## src/rtl/sync_fifo_flags.sv

```systemverilog
// rtl/sync_fifo_flags.sv - single-clock FIFO with occupancy, threshold flags and sticky errors
// Define FIFO_FWFT_EN for first-word-fall-through reads; the default build uses a registered data_out.
module sync_fifo_flags #(
    parameter int WIDTH     = 8,
    parameter int DEPTH     = 8,
    parameter int AF_THRESH = 6,
    parameter int AE_THRESH = 2
) (
    input  logic                       clk,
    input  logic                       arst_n,
    input  logic                       wr_en,
    input  logic [WIDTH-1:0]           data_in,
    input  logic                       rd_en,
    output logic [WIDTH-1:0]           data_out,
    output logic                       full,
    output logic                       empty,
    output logic                       almost_full,
    output logic                       almost_empty,
    output logic [$clog2(DEPTH+1)-1:0] count,
    output logic                       overflow,
    output logic                       underflow,
    input  logic                       clr_err
);

    localparam int PW = $clog2(DEPTH);
    localparam int CW = $clog2(DEPTH+1);

    logic [WIDTH-1:0] mem_q [DEPTH];
    logic [PW-1:0]    wr_ptr_q, wr_ptr_d;
    logic [PW-1:0]    rd_ptr_q, rd_ptr_d;
    logic [CW-1:0]    count_q, count_d;
    logic             overflow_q, overflow_d;
    logic             underflow_q, underflow_d;
    logic             wr_acc, rd_acc;

    assign full         = (count_q == CW'(DEPTH));
    assign empty        = (count_q == '0);
    assign almost_full  = (count_q >= CW'(AF_THRESH));
    assign almost_empty = (count_q <= CW'(AE_THRESH));
    assign count        = count_q;
    assign overflow     = overflow_q;
    assign underflow    = underflow_q;

    assign wr_acc = wr_en && !full;
    assign rd_acc = rd_en && !empty;

    always_comb begin
        wr_ptr_d = wr_ptr_q;
        rd_ptr_d = rd_ptr_q;
        count_d  = count_q;
        if (wr_acc) wr_ptr_d = (wr_ptr_q == PW'(DEPTH-1)) ? '0 : wr_ptr_q + PW'(1);
        if (rd_acc) rd_ptr_d = (rd_ptr_q == PW'(DEPTH-1)) ? '0 : rd_ptr_q + PW'(1);
        case ({wr_acc, rd_acc})
            2'b10:   count_d = count_q + CW'(1);
            2'b01:   count_d = count_q - CW'(1);
            default: count_d = count_q;
        endcase
    end

    // An illegal request in the same cycle as clr_err keeps the error set.
    always_comb begin
        overflow_d  = overflow_q;
        underflow_d = underflow_q;
        if (wr_en && full)       overflow_d = 1'b1;
        else if (clr_err)        overflow_d = 1'b0;
        if (rd_en && empty)      underflow_d = 1'b1;
        else if (clr_err)        underflow_d = 1'b0;
    end

    always_ff @(posedge clk) begin
        if (wr_acc) mem_q[wr_ptr_q] <= data_in;
    end

`ifdef FIFO_FWFT_EN
    assign data_out = empty ? '0 : mem_q[rd_ptr_q];
`else
    logic [WIDTH-1:0] data_out_q, data_out_d;

    always_comb begin
        data_out_d = data_out_q;
        if (rd_acc) data_out_d = mem_q[rd_ptr_q];
    end

    always_ff @(posedge clk or negedge arst_n) begin
        if (!arst_n) data_out_q <= '0;
        else         data_out_q <= data_out_d;
    end

    assign data_out = data_out_q;
`endif

    always_ff @(posedge clk or negedge arst_n) begin
        if (!arst_n) begin
            wr_ptr_q    <= '0;
            rd_ptr_q    <= '0;
            count_q     <= '0;
            overflow_q  <= 1'b0;
            underflow_q <= 1'b0;
        end else begin
            wr_ptr_q    <= wr_ptr_d;
            rd_ptr_q    <= rd_ptr_d;
            count_q     <= count_d;
            overflow_q  <= overflow_d;
            underflow_q <= underflow_d;
        end
    end

endmodule
```

## config.mk

```make
export PLATFORM = sky130hd
export DESIGN_NAME = sync_fifo_flags
export DESIGN_NICKNAME = d
export VERILOG_FILES = /design/src/rtl/sync_fifo_flags.sv
export SDC_FILE = /design/constraint.sdc
export NUM_CORES = 1
export LEC_CHECK = 0
export BUFFER_PORTS_ARGS = -buffer_cell sky130_fd_sc_hd__buf_2
export CORE_MARGIN = 1.5
export CORE_UTILIZATION = 45
export DETAILED_ROUTE_END_ITERATION = 16
export PLACE_DENSITY = 0.67
export SLEW_MARGIN = 20
export SYNTH_ARGS = -nofsm -noshare
export SYNTH_HDL_FRONTEND = slang
export SYNTH_SLANG_ARGS = --single-unit
export TNS_END_PERCENT = 50
```

## constraint.sdc

```tcl
create_clock -name clk -period 4.3 [get_ports clk]
set_input_delay 0.215 -clock clk [delete_from_list [all_inputs] [get_ports clk]]
set_output_delay 0.215 -clock clk [all_outputs]
set_load 0.05 [all_outputs]
```

==> Implementation_results.wiki <==
{| class="wikitable"
! Metric !! Value
|-
| Outcome || finished, final reports clean
|-
| Total number of vias || 1894
|-
| Worst setup EP type || flop
|-
| Critical Path Fanout Max || 22
|-
| Area of the core region || roughly 0.0077 mm²
|-
| Crit path max-delay family || simple AND/OR/NAND/NOR gates
|-
| Number of buffers created by CTS || 9
|-
| IO Count || 31
|-
| Mean Syn Cell Area || approximately 16 µm²
|-
| Synthesized netlist net count || 240
|-
| Final Hold Vio Count || 0
|-
| Critical path required time || 4530 ps
|-
| Synth Area in Compound Gates || between 6 and 7%
|-
| Proportion of synthesized flip-flops having asynchronous set or reset || between 20% and 30%
|-
| Power Density || about 730 mW/mm²
|-
| Most common cell in the netlist || sky130_fd_sc_hd__edfxtp_1
|-
| Path class of the lowest-slack min-delay path || in -> reg
|-
| Filler Cells Inserted || between 600 and 700
|-
| Standby leakage power || between 1.5 and 2 nW
|-
| Cell depth of the worst flop-to-flop path || 11
|-
| Worst clock skew on the final layout || 11.52 ps
|-
| Cell depth of the worst setup path || 11
|-
| Global-route wire length before repair || 9.528 mm
|-
| Count of clock tree sinks || 84
|-
| Post-route DRC || 0
|-
| Unrepaired setup endpoints after global routing || no
|-
| Number of distinct library cells after synthesis || 36
|-
| Routed Wire Length || between 5 and 6 mm
|-
| Initial standard-cell utilization of the core || a little under half
|-
| Number of antenna violations at the first check in global routing || 0
|-
| Clock Root Buffer || sky130_fd_sc_hd__clkbuf_8
|-
| Cell area after synthesis || 0.003540 mm²
|-
| HPWL reported at the end of detailed placement || around 3.8 mm
|-
| Total count of max-transition violations in the final report || 0
|-
| Max rail drop VDD || about 0.00020 V
|-
| Global router's overall resource usage || 15.58%
|-
| Worst path cell trace || nor4_4 > nand2b_1 > buf_4 > inv_1 > ha_1 > xor2_1 > ha_1 > a21oi_1 > xor2_1 > nor2_1 > xor2_1
|-
| Row count || 32
|-
| Worst setup path endpoint || count[2]$_DFFE_PN0P_
|-
| MaxCap Viol Count || 0
|-
| Leading area contributor after synthesis || sky130_fd_sc_hd__edfxtp_1
|-
| Mux share of post-synthesis cell area || a little over a tenth
|-
| Fraction of layout instances using a drive strength above 1 || 28.24%
|-
| CTS clk-pin slew, worst paths || roughly 80 ps
|-
| First DRT Iteration DRCs || between 100 and 150
|-
| Worst slew pin tran || about 1100 ps
|-
| Full die area || 0.008407 mm²
|-
| Vias in the first global route || roughly 1800
|-
| Post-Route Setup TNS || 0 ps
|-
| Delay of the slowest cell on the worst path || approximately 530 ps
|-
| Maximum number of pins on one net before global-route repair || 36
|-
| Worst-path cell with the longest stage delay || sky130_fd_sc_hd__dfrtp_1
|-
| Post-synth EDFFs || 64
|-
| Highest attainable clock frequency || 381.1 MHz
|-
| Endpoints failing setup || 0
|-
| Worst slew margin || 28.99%
|-
| Fraction of synthesized cell area in xor and xnor cells || 1.237%
|-
| Top area cells in the synthesized netlist || sky130_fd_sc_hd__edfxtp_1 54%, sky130_fd_sc_hd__dfrtp_1 14%, sky130_fd_sc_hd__mux2_2 5.7%, sky130_fd_sc_hd__mux2i_1 4.5%, sky130_fd_sc_hd__ha_1 2.5%
|-
| Launch point of the worst reg-to-reg path || count[1]$_DFFE_PN0P_
|-
| Final cycle utilization of the critical path || about three fifths
|-
| Clock insertion delay at the later pin of the skew report || between 300 and 400 ps
|-
| Sequential-to-total area share from yosys stat || between 60% and 70%
|-
| Most prevalent standard cell on the critical path || sky130_fd_sc_hd__xor2_1
|-
| Adder-cell share of the synthesized area || 2.474%
|-
| Minimum period implied by the final worst setup slack || 2624 ps
|-
| Critical register-to-register path endpoint || count[2]$_DFFE_PN0P_
|-
| Clock Tree Buf Depth || 2
|-
| Commonest cells post-synth || 64 x sky130_fd_sc_hd__edfxtp_1, 20 x sky130_fd_sc_hd__dfrtp_1, 18 x sky130_fd_sc_hd__mux2_2
|-
| Die Span X || ~90 µm
|-
| TritonCTS clock tree || done
|-
| Residual antenna-violating net count after detailed routing || 0
|-
| Area grow syn2layout || 12.80%
|-
| Length of the first detailed-routing pass in iterations || 4
|-
| Weighted congestion at the end of routability-driven global placement || about 0.74
|-
| Quantity of I/O buffers inserted on ports || 30
|-
| Die Y-Extent || 91.69 µm
|-
| Final layout net count || 277
|-
| Number of storage elements in the synthesis netlist || 84
|-
| Commonest register cell after synthesis || sky130_fd_sc_hd__edfxtp_1
|-
| Synth Area in Simple Gates || 6.469%
|-
| Combinational family with the most area after synthesis || multiplexers
|-
| Startpoint type of the worst setup path || flop
|-
| Worst Setup Path Type || reg -> reg
|-
| Number of buffer and inverter instances along the worst setup path || 2
|-
| Warning count from the yosys run || 0
|-
| Post-Synthesis Cells || 220
|-
| Arr. time, crit path || 2850 ps
|-
| Area share of the largest cell type after synthesis || a little over half
|-
| Antenna diode count || 0
|-
| Vias per inst || ~5.2
|-
| Worst setup startpoint || count[1]$_DFFE_PN0P_
|-
| Reg2reg setup slack || about 1700 ps
|-
| Overflow left after global routing || 0
|-
| Max H-tree Level || 3
|-
| Total power || 2.931 mW
|-
| Post-cts sizing count || 0
|-
| Mean routed wirelength per cell || 16.24 µm
|}
-- per-layer routing --
metal	up-vias	global-route usage, %	part of all wire (%)
li1	917	-	-
met1	922	21.99	45
met2	46	23.01	49
met3	9	3.234	4.1
met4	0	7.692	1.8
met5	-	0	0
-- kinds of logic (layout without fill, tap and decap cells) --
kind of cell             Yosys count  count (layout)
AO/OA/AOI/OAI                     35              35
multiplexers                      36              36
flip-flops                        84              84
buffers and inverters             14              56
adder cells (fa/ha/maj)            7               7
XOR/XNOR                           5               5
AND/OR/NAND/NOR                   39              39
-- worst reg2reg max path: stages (launching register included) --
cell and delay, ps:
sky130_fd_sc_hd__dfrtp_1 530, sky130_fd_sc_hd__nor4_4 360, sky130_fd_sc_hd__nand2b_1 140, sky130_fd_sc_hd__buf_4 230
sky130_fd_sc_hd__inv_1 90, sky130_fd_sc_hd__ha_1 260, sky130_fd_sc_hd__xor2_1 160, sky130_fd_sc_hd__ha_1 190
sky130_fd_sc_hd__a21oi_1 170, sky130_fd_sc_hd__xor2_1 180, sky130_fd_sc_hd__nor2_1 70, sky130_fd_sc_hd__xor2_1 140
-- worst min path at each step --
stage | slack [ps] | end | depth (start not counted) | start
floorplan | -80 | count[0]$_DFFE_PN0P_ | 0 | arst_n
global placement | 190 | wr_ptr_q[1]$_DFFE_PN0P_ | 1 | arst_n
finish | 60 | overflow$_DFFE_PN0P_ | 2 | clr_err
CTS | 50 | overflow$_DFFE_PN0P_ | 2 | clr_err
detailed placement | 210 | wr_ptr_q[2]$_DFFE_PN0P_ | 1 | arst_n
global route | 70 | overflow$_DFFE_PN0P_ | 2 | clr_err
-- repair_timing --
item / CTS / global route
endpoints found under the setup margin: 0 / 0
hold endpoints to repair: 20 / 0
setup buffers: 0 / 0
hold buffers: 1 / 0
-- cell type report --
cell class                 instances  area [µm²]  area share [%]
clock buffer                      10       137.6           3.447
clock inverter                     6       92.59           2.319
tap                              102       127.6           3.196
sequential                        84        2422           60.67
multi-input combinational        122       996.0           24.95
inverter                           3       11.26          0.2820
timing repair buffer              37       205.2           5.139
-- power breakdown --
group / switching, mW / leakage, nW / internal (mW)
Clock: 0.280 / 0.110 / 0.347
Combinational: 0.701 / 0.568 / 0.399
Sequential: 0.142 / 0.823 / 1.06
Total: 1.12 / 1.50 / 1.81
-- through the flow --
stage	instance area, µm²	setup slack, ps	hold WS [ps]	utilization (%)	std cells
floorplan	3540	1188	-80.59	-	220
global placement	3752	1768	188.9	48.81	347
detailed placement	3752	1665	205.4	48.81	347
CTS	3993	1650	49.62	51.94	364
global route	3993	1467	74.17	51.94	364
finish	3993	1676	59.51	51.94	364
-- registers in the layout (all words and copies together), names as in the netlist --
| name | count |
|---|---|
| overflow | 1 |
| count | 4 |
| underflow | 1 |
| data_out | 8 |
| wr_ptr_q | 3 |
| mem_q | 64 |
| rd_ptr_q | 3 |
-- cell usage in the layout, fill, tap and decap left out, types with 3 or more instances in the layout --
cell	synthesis	final
sky130_fd_sc_hd__o21ai_1	7	7
sky130_fd_sc_hd__xor2_1	4	4
sky130_fd_sc_hd__clkbuf_8	0	10
sky130_fd_sc_hd__a21o_1	3	3
sky130_fd_sc_hd__a221o_1	8	8
sky130_fd_sc_hd__ha_1	7	7
sky130_fd_sc_hd__o21ai_0	3	3
sky130_fd_sc_hd__buf_4	2	6
sky130_fd_sc_hd__edfxtp_1	64	64
sky130_fd_sc_hd__dfrtp_1	20	20
sky130_fd_sc_hd__buf_2	1	30
sky130_fd_sc_hd__nand2_1	13	13
sky130_fd_sc_hd__nor2_1	5	5
sky130_fd_sc_hd__o22ai_1	8	8
sky130_fd_sc_hd__nand2b_1	7	7
sky130_fd_sc_hd__mux2i_1	16	16
sky130_fd_sc_hd__inv_1	3	3
sky130_fd_sc_hd__mux2_2	18	18
sky130_fd_sc_hd__nor3_1	6	6
Power figures use the tool's default switching activity.
